--- src/rtl/fetch_unit_pkg.sv ---
// Shared CPU defines for the PC, fetch and decode stages, plus the fetch FSM state encoding.
package fetch_unit_pkg;

    localparam int WORD_SIZE   = 16;
    localparam int MEM_SIZE    = 8;
    localparam int OFFSET_SIZE = 4;
    localparam int WAIT_WIDTH  = 4;

    typedef enum logic [1:0] {
        ST_IDLE  = 2'd0,
        ST_FETCH = 2'd1,
        ST_FULL  = 2'd2,
        ST_ERROR = 2'd3
    } fetch_state_t;

endpackage

--- src/rtl/fetch_wdt.sv ---
// Wait-state watchdog for the fetch stage.
// It counts cycles in which memory has not answered, and saturates at the all-ones value.
module fetch_wdt
    import fetch_unit_pkg::*;
#(
    parameter int wait_width = WAIT_WIDTH
) (
    input  logic clk,
    input  logic rst,
    input  logic clear,
    input  logic enable,
    output logic expired
);

    localparam logic [wait_width-1:0] MAX_WAIT = '1;

    logic [wait_width-1:0] wait_cnt;

    // The counter restarts on every new fetch or flush, and advances only while a fetch is unanswered.
    always_ff @(posedge clk) begin
        if (rst || clear) begin
            wait_cnt <= '0;
        end else if (enable && (wait_cnt != MAX_WAIT)) begin
            wait_cnt <= wait_cnt + 1'b1;
        end
    end

    assign expired = (wait_cnt == MAX_WAIT);

endmodule

--- src/rtl/fetch_unit.sv ---
// Instruction fetch stage: runs the memory read handshake, fills the IR and pulses the PC offset.
module fetch_unit
    import fetch_unit_pkg::*;
#(
    parameter int word_size   = WORD_SIZE,
    parameter int mem_size    = MEM_SIZE,
    parameter int offset_size = OFFSET_SIZE,
    parameter int wait_width  = WAIT_WIDTH
) (
    input  logic                   clk,
    input  logic                   rst,
    input  logic [word_size-1:0]   pc_counter,
    input  logic                   stall,
    input  logic                   flush,
    output logic                   mem_rd,
    output logic [mem_size-1:0]    mem_addr,
    input  logic                   mem_rdy,
    input  logic [word_size-1:0]   mem_data,
    output logic [word_size-1:0]   ir,
    output logic [mem_size-1:0]    ir_pc,
    output logic                   ir_valid,
    input  logic                   ir_ack,
    output logic [offset_size-1:0] offset,
    output logic                   fetch_err
);

    fetch_state_t state, state_next;

    logic                   mem_rd_next;
    logic [mem_size-1:0]    mem_addr_next;
    logic [word_size-1:0]   ir_next;
    logic [mem_size-1:0]    ir_pc_next;
    logic                   ir_valid_next;
    logic [offset_size-1:0] offset_next;
    logic                   fetch_err_next;
    logic                   wdt_clear;
    logic                   wdt_enable;
    logic                   wdt_expired;

    logic unused_pc_hi;
    assign unused_pc_hi = ^pc_counter[word_size-1:mem_size];

    fetch_wdt #(
        .wait_width (wait_width)
    ) u_wdt (
        .clk     (clk),
        .rst     (rst),
        .clear   (wdt_clear),
        .enable  (wdt_enable),
        .expired (wdt_expired)
    );

    // State and all outputs are registered; reset returns everything to an empty idle stage.
    always_ff @(posedge clk) begin
        if (rst) begin
            state     <= ST_IDLE;
            mem_rd    <= 1'b0;
            mem_addr  <= '0;
            ir        <= '0;
            ir_pc     <= '0;
            ir_valid  <= 1'b0;
            offset    <= '0;
            fetch_err <= 1'b0;
        end else begin
            state     <= state_next;
            mem_rd    <= mem_rd_next;
            mem_addr  <= mem_addr_next;
            ir        <= ir_next;
            ir_pc     <= ir_pc_next;
            ir_valid  <= ir_valid_next;
            offset    <= offset_next;
            fetch_err <= fetch_err_next;
        end
    end

    // Next-state logic: flush overrides everything except ERROR, and offset falls back to 0 by default.
    always_comb begin
        state_next     = state;
        mem_rd_next    = mem_rd;
        mem_addr_next  = mem_addr;
        ir_next        = ir;
        ir_pc_next     = ir_pc;
        ir_valid_next  = ir_valid;
        offset_next    = '0;
        fetch_err_next = fetch_err;
        wdt_clear      = 1'b0;
        wdt_enable     = 1'b0;

        if (flush && (state != ST_ERROR)) begin
            ir_valid_next = 1'b0;
            mem_rd_next   = 1'b0;
            wdt_clear     = 1'b1;
            state_next    = ST_IDLE;
        end else begin
            case (state)
                ST_IDLE: begin
                    if (!stall) begin
                        mem_addr_next = pc_counter[mem_size-1:0];
                        mem_rd_next   = 1'b1;
                        wdt_clear     = 1'b1;
                        state_next    = ST_FETCH;
                    end
                end
                ST_FETCH: begin
                    if (mem_rdy) begin
                        ir_next       = mem_data;
                        ir_pc_next    = mem_addr;
                        ir_valid_next = 1'b1;
                        offset_next   = offset_size'(1);
                        mem_rd_next   = 1'b0;
                        state_next    = ST_FULL;
                    end else if (!wdt_expired) begin
                        wdt_enable = 1'b1;
                    end else begin
                        fetch_err_next = 1'b1;
                        mem_rd_next    = 1'b0;
                        state_next     = ST_ERROR;
                    end
                end
                ST_FULL: begin
                    if (ir_ack) begin
                        ir_valid_next = 1'b0;
                        state_next    = ST_IDLE;
                    end
                end
                ST_ERROR: begin
                    mem_rd_next = 1'b0;
                end
                default: begin
                    state_next = ST_IDLE;
                end
            endcase
        end
    end

endmodule

--- config.mk ---
export PLATFORM = sky130hd
export DESIGN_NAME = fetch_unit
export DESIGN_NICKNAME = d
export VERILOG_FILES = /design/src/rtl/fetch_unit_pkg.sv /design/src/rtl/fetch_wdt.sv /design/src/rtl/fetch_unit.sv
export SDC_FILE = /design/constraint.sdc
export NUM_CORES = 1
export LEC_CHECK = 0
export BUFFER_PORTS_ARGS = -buffer_cell sky130_fd_sc_hd__buf_2
export CAP_MARGIN = 20
export CELL_PAD_IN_SITES_DETAIL_PLACEMENT = 0
export CELL_PAD_IN_SITES_GLOBAL_PLACEMENT = 1
export CORE_MARGIN = 2
export CORE_UTILIZATION = 35
export DETAILED_ROUTE_END_ITERATION = 8
export GPL_TIMING_DRIVEN = 0
export PLACE_DENSITY = 0.92
export SETUP_SLACK_MARGIN = 0.5
export SLEW_MARGIN = 20
export SYNTH_ARGS = -nofsm -noshare
export SYNTH_HDL_FRONTEND = slang
export SYNTH_SLANG_ARGS = --single-unit
--- constraint.sdc ---
create_clock -name clk -period 2.7 [get_ports clk]
set_clock_uncertainty 0.2 [all_clocks]
set_input_delay 0.54 -clock clk [delete_from_list [all_inputs] [get_ports clk]]
set_output_delay 0.54 -clock clk [all_outputs]
set_load 0.005 [all_outputs]
==> metrics.yaml <==
run_status:
  status: "complete, no violations"
global_route:
  grt_max_degree: 13
  met3_usage_pct: 4.72
  grt_pass1_wl_mm: 6.10
  antenna_found_initial: 0
  busiest_layer: "met2"
  met1_usage_pct: 18.2
  grt_use_met2_pct: 24.3
  grt_overflow: 0
  grt_usage_pct: 14.9
  grt_pass1_vias: 1361
cts:
  clk_pin_slew_worst_paths_ps: 80
  cts_tree: "yes"
  cts.sinks: 42
  clkLatencyLatePin_ps: 290
  cts_max_path_buffers: 2
  htreeDepth: 2
  clock-root-buffer: "clkbuf_8"
  cts-buffers-inserted: 5
  post_cts_buffers: 0
  cts_resized: 0
  hold_buffers: 0
finish:
  final_area_um2: 2120
  nFillCells: 468
  area_growth_syn_to_layout_pct: 29.1
  fin_nets: 303
  final_cells: 317
  drive_above_1_share_pct: 32.1
  antenna_cells: 0
pwr:
  p_int_w: 0.000882
  power.density_nw_per_um2: 538
  switching_share_pct: 22.9
  p_switching_w: 0.000262
  ir_drop_uv: 245
  finalPower_w: 0.00114
  combPwrFrac_pct: 8.1
  seqPwrFrac_pct: 55.8
  power.leakage_nw: 0.923
  clkPwrFrac_pct: 36.1
routing:
  via_per_inst: 4.70
  drcViolationCount: 0
  wirelength_mm: 3.75
  wl_per_cell_um: 11.8
  vias: 1490
  dr.pass1.iters: 4
  drt.antenna.violating_nets: 0
  drt_iter0_markers: 48
logic_synthesis:
  ys.warnings.count: 0
  synth_largest_area_cell: "dfxtp_1"
  yosysSeqAreaShare_pct: 51.1
  synth_top_area_share_pct: 51.1
  async_reset_ff_share_pct: 0
  ys_ff_latch: 42
  ys_types: 32
  synthesis.area_um2: 1650
  synth_area_leaders: "dfxtp_1 (51%), nand2_1 (12%), a21oi_1 (10%)"
  ys_top_cells_by_count: "nand2_1 (51), dfxtp_1 (42), a21oi_1 (33)"
  synth_edf_count: 0
  syn_avg_cell_area_um2: 8.57
  synth_cells: 192
  ys.flop_type: "dfxtp_1"
  post-synth-top-count-cell: "nand2_1"
worst_hold_path:
  hp-class: "reg -> reg"
placed_design:
  dpl_cell_area_um2: 2030
  io_buffers: 63
  dp.cells: 309
  gp_congestion: 0.754
  hpwl_mm: 2.74
worst_setup_path:
  cp_data_required_time_ps: 2730
  endpoint_kind: "register"
  critical_path_arrival_ps: 1960
  max_stage_delay_ps: 620
  worstSetupStartpointType: "register"
  path_class: "reg -> reg"
  cpMaxStageDelayCell: "or4b_2"
  crit_chain: "ha_1, and3_1, clkbuf_1, or4b_2, a21oi_1"
  r2r_slack_ps: 770
  cp_max_fo: 8
timing:
  slew_viol_final: 0
  rsz0062_at_grt: "no"
  worst_pin_slew_ps: 788
  fin_crit_sh_pct: 71.4
  tns_ps: 0
  period_minus_slack_ps: 1930
  maxSlewHeadroom_pct: 47.1
  fmax_ghz: 0.519
  setup_viol: 0
  hold_viol: 0
die:
  io-pin-count: 77
  core_area_um2: 4440
  dieArea_um2: 5270
  row_count: 24
  initial_utilization_pct: 37.0
  dieWidth_um: 72.6
  die_h_um: 72.6
run:
  drv_cap: 0
[cell type report]
class                           instances  area (um2)  area share [%]
Clock inverter                          1        5.00           0.236
Buffer                                 17        90.1            4.24
Timing Repair Buffer                   63         315            14.8
Inverter                                2        7.51           0.353
Clock buffer                            7        86.3            4.06
Sequential cell                        42         841            39.6
Tap cell                               52        65.1            3.06
Multi-Input combinational cell        133         714            33.6
[path summary, 6_finish.rpt]
kind                          start  endpoint  cells past startpoint
setup / recovery  u_wdt.wait_cnt[0]    mem_rd                      5
hold / removal                ir[2]     ir[2]                      2
setup reg to reg  u_wdt.wait_cnt[0]    mem_rd                      5
hold reg to reg               ir[2]     ir[2]                      2
[critical path: cells and delay by family, from the launching register on]
family / cells / cell delay, ps
and+or+nand+nor: 2 / 800
DFF: 1 / 350
buffers and inverters: 1 / 150
adders and majority gates: 1 / 230
AOI/OAI and AO/OA: 1 / 130
[logic make-up after synthesis]
kind of cell,Yosys count,share of synthesized area [%]
AND/OR/NAND/NOR,79,23.0
AO/OA/AOI/OAI,42,14.1
flip-flops,42,51.1
buffers and inverters,19,5.93
multiplexers,8,4.87
adder cells (fa/ha/maj),1,0.760
other,1,0.228
[routing by layer]
metal | up-vias | part of all wire [%]
li1 | 776 | -
met1 | 661 | 46
met2 | 46 | 47
met3 | 7 | 5.9
met4 | 0 | 1.6
met5 | - | 0
[metrics by stage]
step                      util (%)  hold slack, ps  setup WS [ps]
after detailed placement      45.7             243            662
final                         47.8             250            773
after CTS                     47.8             254            773
after floorplan                  -             251            815
after global routing          47.8             271            650
after global placement        45.7             239            689
[registers in the layout, summed over array words and instances, names as in the netlist]
name	cells
offset	1
mem_addr	8
mem_rd	1
ir_valid	1
fetch_err	1
state	2
ir_pc	8
ir	16
u_wdt.wait_cnt	4
[layout by cell type, fill, tap and decap left out, types with 2 or more instances in the layout]
cell type,instances
o21ai_0,3
dfxtp_1,42
mux2i_1,8
nor3_1,4
a21oi_1,33
nand2_1,51
conb_1,3
inv_1,2
nand2b_1,2
clkbuf_1,9
nor2_1,12
clkbuf_8,6
buf_2,66
buf_4,4
[power groups by stage]
stage	clock network [W]	logic, W	registers, W
CTS	0.000427	0.0000935	0.000638
global placement	0	0.0000925	0.000653
global route	0.000454	0.000104	0.000640
floorplan	0	0.0000493	0.000653
detailed placement	0	0.0000932	0.000653
finish	0.000413	0.0000923	0.000638
Note: power is estimated with default switching activity, not from simulation.
